[src/rtl/caliptra_prim_sync_reqack_tx.sv]
// Source-side end of a bundled-data req/ack CDC handshake.
// Supports 2-phase (toggle) and 4-phase (return-to-zero) signalling with error and timeout pulses.
module caliptra_prim_sync_reqack_tx #(
  parameter int unsigned DataWidth     = 32,
  parameter bit          FourPhase     = 1'b0,
  parameter int unsigned NumSyncStages = 2,
  parameter int unsigned TimeoutCycles = 0
) (
  input  logic                 clk_i,
  input  logic                 rst_ni,
  input  logic                 src_valid_i,
  output logic                 src_ready_o,
  input  logic [DataWidth-1:0] src_data_i,
  output logic                 req_o,
  output logic [DataWidth-1:0] data_o,
  input  logic                 ack_i,
  output logic                 done_o,
  output logic                 err_o,
  output logic                 timeout_o
);

  typedef enum logic [1:0] {
    Idle   = 2'd0,
    WaitHi = 2'd1,
    WaitLo = 2'd2
  } state_e;

  localparam bit              TimeoutEn = (TimeoutCycles != 0);
  localparam int unsigned     CntW      = TimeoutEn ? $clog2(TimeoutCycles + 1) : 1;
  localparam logic [CntW-1:0] CntMax    = CntW'(TimeoutCycles);

  state_e                   state_q, state_d;
  logic [NumSyncStages-1:0] sync_q, sync_d;
  logic                     ack_prev_q;
  logic                     req_q, req_d;
  logic [DataWidth-1:0]     data_q, data_d;
  logic                     done_q, done_d;
  logic                     err_q, err_d;
  logic                     timeout_q, timeout_d;
  logic [CntW-1:0]          cnt_q, cnt_d;

  logic ack_s;
  logic accept;
  logic ack_rise;
  logic ack_fall;

  assign ack_s       = sync_q[NumSyncStages-1];
  assign src_ready_o = (state_q == Idle);
  assign accept      = src_valid_i && src_ready_o;
  assign ack_rise    = ack_s && !ack_prev_q;
  assign ack_fall    = !ack_s && ack_prev_q;

  always_comb begin
    sync_d    = {sync_q[NumSyncStages-2:0], ack_i};
    state_d   = state_q;
    req_d     = req_q;
    data_d    = data_q;
    done_d    = 1'b0;
    err_d     = 1'b0;
    timeout_d = 1'b0;
    cnt_d     = '0;

    // In 2-phase mode WaitHi is the single wait state; WaitLo is only used by 4-phase.
    unique case (state_q)
      Idle: begin
        if (accept) begin
          data_d  = src_data_i;
          req_d   = FourPhase ? 1'b1 : ~req_q;
          state_d = WaitHi;
        end
      end
      WaitHi: begin
        if (FourPhase) begin
          if (ack_s) begin
            req_d   = 1'b0;
            state_d = WaitLo;
          end
        end else if (ack_s == req_q) begin
          state_d = Idle;
        end
      end
      WaitLo: begin
        if (!ack_s) begin
          state_d = Idle;
        end
      end
      default: state_d = Idle;
    endcase

    done_d = (state_q != Idle) && (state_d == Idle);

    if (FourPhase) begin
      err_d = (((state_q == Idle) || (state_q == WaitLo)) && ack_rise) ||
              ((state_q == WaitHi) && ack_fall);
    end else begin
      err_d = (state_q == Idle) && (ack_rise || ack_fall);
    end

    // The counter saturates at its limit so the timeout fires once per transfer.
    if (TimeoutEn && (state_q != Idle) && (state_d != Idle)) begin
      cnt_d     = (cnt_q == CntMax) ? cnt_q : cnt_q + CntW'(1);
      timeout_d = (cnt_q == CntMax - CntW'(1));
    end
  end

  always_ff @(posedge clk_i or negedge rst_ni) begin
    if (!rst_ni) begin
      state_q    <= Idle;
      sync_q     <= '0;
      ack_prev_q <= 1'b0;
      req_q      <= 1'b0;
      data_q     <= '0;
      done_q     <= 1'b0;
      err_q      <= 1'b0;
      timeout_q  <= 1'b0;
      cnt_q      <= '0;
    end else begin
      state_q    <= state_d;
      sync_q     <= sync_d;
      ack_prev_q <= ack_s;
      req_q      <= req_d;
      data_q     <= data_d;
      done_q     <= done_d;
      err_q      <= err_d;
      timeout_q  <= timeout_d;
      cnt_q      <= cnt_d;
    end
  end

  assign req_o     = req_q;
  assign data_o    = data_q;
  assign done_o    = done_q;
  assign err_o     = err_q;
  assign timeout_o = timeout_q;

endmodule
[config.mk]
export PLATFORM = sky130hd
export DESIGN_NAME = caliptra_prim_sync_reqack_tx
export DESIGN_NICKNAME = d
export VERILOG_FILES = /design/src/rtl/caliptra_prim_sync_reqack_tx.sv
export SDC_FILE = /design/constraint.sdc
export NUM_CORES = 1
export LEC_CHECK = 0
export ABC_AREA = 1
export CORE_UTILIZATION = 44
export DETAILED_ROUTE_END_ITERATION = 8
export PLACE_DENSITY = 0.95
export SYNTH_ARGS = -nofsm -noshare
export SYNTH_HDL_FRONTEND = slang
export SYNTH_SLANG_ARGS = --single-unit
export TNS_END_PERCENT = 10
[constraint.sdc]
create_clock -name clk_i -period 3.42 [get_ports clk_i]
set_clock_uncertainty 0.1 [all_clocks]
set_input_delay 0.684 -clock clk_i [delete_from_list [all_inputs] [get_ports clk_i]]
set_output_delay 0.684 -clock clk_i [all_outputs]
set_load 0.05 [all_outputs]
Yosys cells after proc, flatten, opt, wreduce, memory -nomap -nowiden
Index checks and enable logic that the tools add are counted.
W data, S select, Z words.

word-level totals
  input port bits = 36
  output and inout bits = 37
  word-level logic and storage cells = 27
  register bits = 40

operators by class
  bitwise gates (word level) = 1
  reductions and logical operators = 12
  mux-type cells = 4
  equality and inequality tests = 3

operator list
  cell                  count
  $mux W2               3
  $pmux W2 S3           1
  $logic_and A1 B1 Y1   5
  $logic_not A2 Y1      2
  $eq A2 B1 Y1 const B  1
  $eq A2 B2 Y1 const B  1
  $logic_not A1 Y1      2
  $reduce_and A2 Y1     1
  $reduce_bool A2 Y1    1
  $eq A1 B1 Y1          1
  $logic_or A1 B1 Y1    1
  $not A1 Y1            1

Depth between registers and ports, before layout
  depth after elaboration = 6
  gate-level depth with buffers = 5

Worst setup path after synthesis
OpenSTA, ideal clock, no wires.

  kind = register -> output
  start point = register state_q[0]
  end point = output src_ready_o
  data required time = 2.636 ns
  arrival = 0.870 ns
  cell stages (with the launch flop) = 3
  setup slack = 1.766 ns
  path through = dfrtp_1 > nor2_4 > buf_4

between the ends
  longest elaborated chain between the ends = 1

RTL lines
  what                    RTL line  text
  start, declared         32        state_e state_q, state_d;
  start signal, assigned  108       state_q <= Idle;
  start signal, assigned  118       state_q <= state_d;
  $logic_not A2 Y1        48        assign src_ready_o = (state_q == Idle);
  end, declared           12        output logic src_ready_o,

Every way passes these cells.

Final worst setup path
Same ends and word-level chain as after synthesis.

==> out/qor.csv <==
stage,metric,value,unit
status,run_status,finished clean,
worst_setup_path,path_max_fanout,5,
cts,postCtsHoldBufs,0,
yosys,synth_seq_area_share,63.3,%
floorplanning,core_area,0.00339,mm^2
final_layout,final_cells,281,
place,finalWeightedCongestion,0.666,
floorplanning,fp.dieW,61.9,um
worst_setup_path,critical-path-slowest-cell,clkdlybuf4s50_1,
sta,worst_slew_pin_slew,0.863,ns
yosys,synthesis.instances,165,
detailed_routing,routed_via_density,4.76,
worst_setup_path,crit_cells,2,
floorplanning,initial_core_util,46.6,%
sta,setup_tns,0,ns
cts,postCtsSetupBuffers,0,
worst_setup_path,timing.reg2reg.setup_slack,1.68,ns
cts,cts_sinks,40,
power_and_ir_drop,power.combinational.fraction,60.0,%
sta,finalWorstPathRequiredPeriod,2.59,ns
power_and_ir_drop,proportion_of_total_power_due_to_net_switching,51.2,%
floorplanning,die_y,61.9,um
final_layout,layout.nets,270,
worst_setup_path,cp-end-kind,output pin,
flow_run,maxCapViolCount,0,
place,io_buffer_count,71,
cts,post_cts_resize_count,0,
power_and_ir_drop,p_int,1.28,mW
sta,setup_viol,0,
final_layout,area.growth.synth_to_final,47.7,%
place,hpwlAfterDp,2350,um
cts,htreeDepth,2,
place,placedCellCount,273,
worst_setup_path,critPathArrivalTime,1.80,ns
yosys,ys.warnings.count,0,
detailed_routing,drcViolationCount,0,
worst_setup_path,cp.required,2.64,ns
yosys,netlist_cell_types,15,
yosys,synthTopCellsByArea,"dfrtp_1 (63%), nand2_1 (16%), nand3_1 (10%), buf_4 (2.4%), buf_6 (2.1%)",
worst_setup_path,critPathLaunch,state_q[0],
worst_setup_path,setup.worst_path.end,src_ready_o,
power_and_ir_drop,power.total,2.63,mW
floorplanning,std_cell_rows,21,
cts,clk_latency,0.33,ns
global_routing,global_route.usage.total,20.1,%
power_and_ir_drop,power_frac_seq,30.8,%
global_routing,grt_remaining_overflow,0,
min_path,hold_path_class,flop to flop,
cts,cts_inserted_buffers,5,
worst_setup_path,critPathTopFamily,buffers and inverters,
cts,cts-root-to-sink-buffers,2,
power_and_ir_drop,clock_power_share,9.2,%
yosys,syn_area,0.00158,mm^2
yosys,yosysTopAreaCell,dfrtp_1,
worst_setup_path,r2r_start,state_q[0],
sta,maxSlewHeadroom,42.5,%
power_and_ir_drop,power.switching,1.34,mW
yosys,syn-num-nets,201,
final_layout,insertedDiodeCount,0,
yosys,mean_instance_size_in_the_synthesized_netlist,9.58,um^2
power_and_ir_drop,ir_drop,556,uV
cts,worst_setup_hold_path_clk_slew,0.11,ns
worst_setup_path,critical_path.max_stage_delay,0.82,ns
sta,min_period_over_period,75.6,%
worst_setup_path,r2r_worst_path_depth,4,
sta,timing_max_transition_violations_final,0,
cts,tritoncts_clock_tree,done,
power_and_ir_drop,power-per-cell-area,1120,mW/mm^2
worst_setup_path,timing.setup.critical_path_class,flop to output pin,
worst_setup_path,timing.critical_path.buf_inv,1,
global_routing,grt_antenna_before_repair,0,
detailed_routing,postRouteAntennaNets,0,
final_layout,post_route_cells_drive_above_1_share,4.68,%
global_routing,grt_pass1_wl,5440,um
floorplanning,die-area,0.00384,mm^2
detailed_routing,detailedRoute.firstPassIterationCount,4,
sta,rsz0062_at_grt,false,
yosys,ys_seq_elements,40,
detailed_routing,drtIter0Drc,61,
worst_setup_path,path_cells,nor2_4 > clkdlybuf4s50_1,
worst_setup_path,timing.rr.end,req_o,
sta,final_hold_viol_count,0,
cts,root_buffer,clkbuf_4,
global_routing,grt_pass1_vias,1285,
worst_setup_path,worst_setup_path_start_kind,flop,
detailed_routing,routed_wirelength,3430,um
yosys,synth_top_area_share,63.3,%
detailed_routing,post_detailed_route_wirelength_per_cell,12.2,um
power_and_ir_drop,leakage,1.13,nW
floorplanning,pin_count,73,
sta,max_clk_rate,387,MHz
global_routing,grt_start_max_net_pins,41,
sta,holdWs,0.272,ns
detailed_routing,dr_total_vias,1338,
-- how the worst min path moves through the flow --
stage / startpoint / end / slack (ns) / cells after the start
floorplan: sync_q[0] / sync_q[1] / 0.23 / 0
global placement: sync_q[0] / sync_q[1] / 0.24 / 0
detailed placement: sync_q[0] / sync_q[1] / 0.25 / 0
CTS: sync_q[0] / sync_q[1] / 0.28 / 0
global route: sync_q[0] / sync_q[1] / 0.28 / 0
finish: sync_q[0] / sync_q[1] / 0.27 / 0
-- stage by stage --
stage / area [um^2] / util [%] / setup slack, ns
after floorplan: 1580 / - / 1.77
final: 2330 / 68.9 / 0.835
after global routing: 2330 / 68.9 / 0.778
after CTS: 2330 / 68.9 / 0.813
after detailed placement: 2280 / 67.1 / 1.05
after global placement: 2280 / 67.1 / 1.09
-- synthesized netlist by cell type --
library cell	n
nand2_1	68
a21oi_1	1
xnor2_1	1
nor3_1	1
xor2_1	1
clkbuf_1	3
buf_4	5
nand2_4	1
inv_1	3
nor2_4	1
nand3_1	33
nor2_1	3
conb_1	1
buf_6	3
dfrtp_1	40
-- kinds of logic (layout without fill, tap and decap cells) --
| kind of cell | Yosys count | after routing | share of synthesized area, % |
|---|---|---|---|
| AO/OA/AOI/OAI | 1 | 1 | 0.316 |
| XOR/XNOR | 2 | 2 | 1.11 |
| buffers and inverters | 14 | 84 | 5.94 |
| flip-flops | 40 | 40 | 63.3 |
| other | 1 | 1 | 0.237 |
| AND/OR/NAND/NOR | 107 | 107 | 29.1 |
-- power by group through the flow --
stage,sequential [mW],combinational [mW],clock (mW)
final,0.807,1.58,0.243
after floorplan,1.53,0.341,0
after global routing,0.835,1.67,0.271
after detailed placement,0.815,1.59,0
after CTS,0.809,1.59,0.252
after global placement,0.811,1.56,0
-- flip-flops by register name (all words and copies together) (netlist names) --
signal      cells
state_q         2
req_o           1
ack_prev_q      1
sync_q          2
err_o           1
data_o         32
done_o          1
-- layout by cell type, fill, tap and decap left out --
master and n:
a21oi_1 1, buf_2 1, clkbuf_4 5, nor2_1 3
nand2_4 1, nand2_1 68, nor3_1 1, clkbuf_1 2
nor2_4 1, xor2_1 1, conb_1 1, inv_1 3
clkdlybuf4s50_1 70, nand3_1 33, dfrtp_1 40, clkbuf_8 1
xnor2_1 1, buf_4 2
-- cell type report --
class	count	area, um^2
tap	46	57.6
sequential	40	1000
inverter	3	11.3
multi-input combinational	111	485
fill	262	1050
clock buffer	8	58.8
timing repair buffer	73	721
-- per-layer routing --
metal	part of all wire [%]	vias up	GRT usage, %
li1	-	660	-
met1	43	620	23.5
met2	49	53	34.7
met3	6.7	5	6.83
met4	1.2	0	6.67
met5	0	-	0
-- worst reg2reg max path: stages, from the launching register on --
cell     delay [ns]
dfrtp_1        0.48
nor2_4         0.17
buf_4          0.34
nand2_4        0.30
xor2_1         0.24
Power figures use the tool's default switching activity.
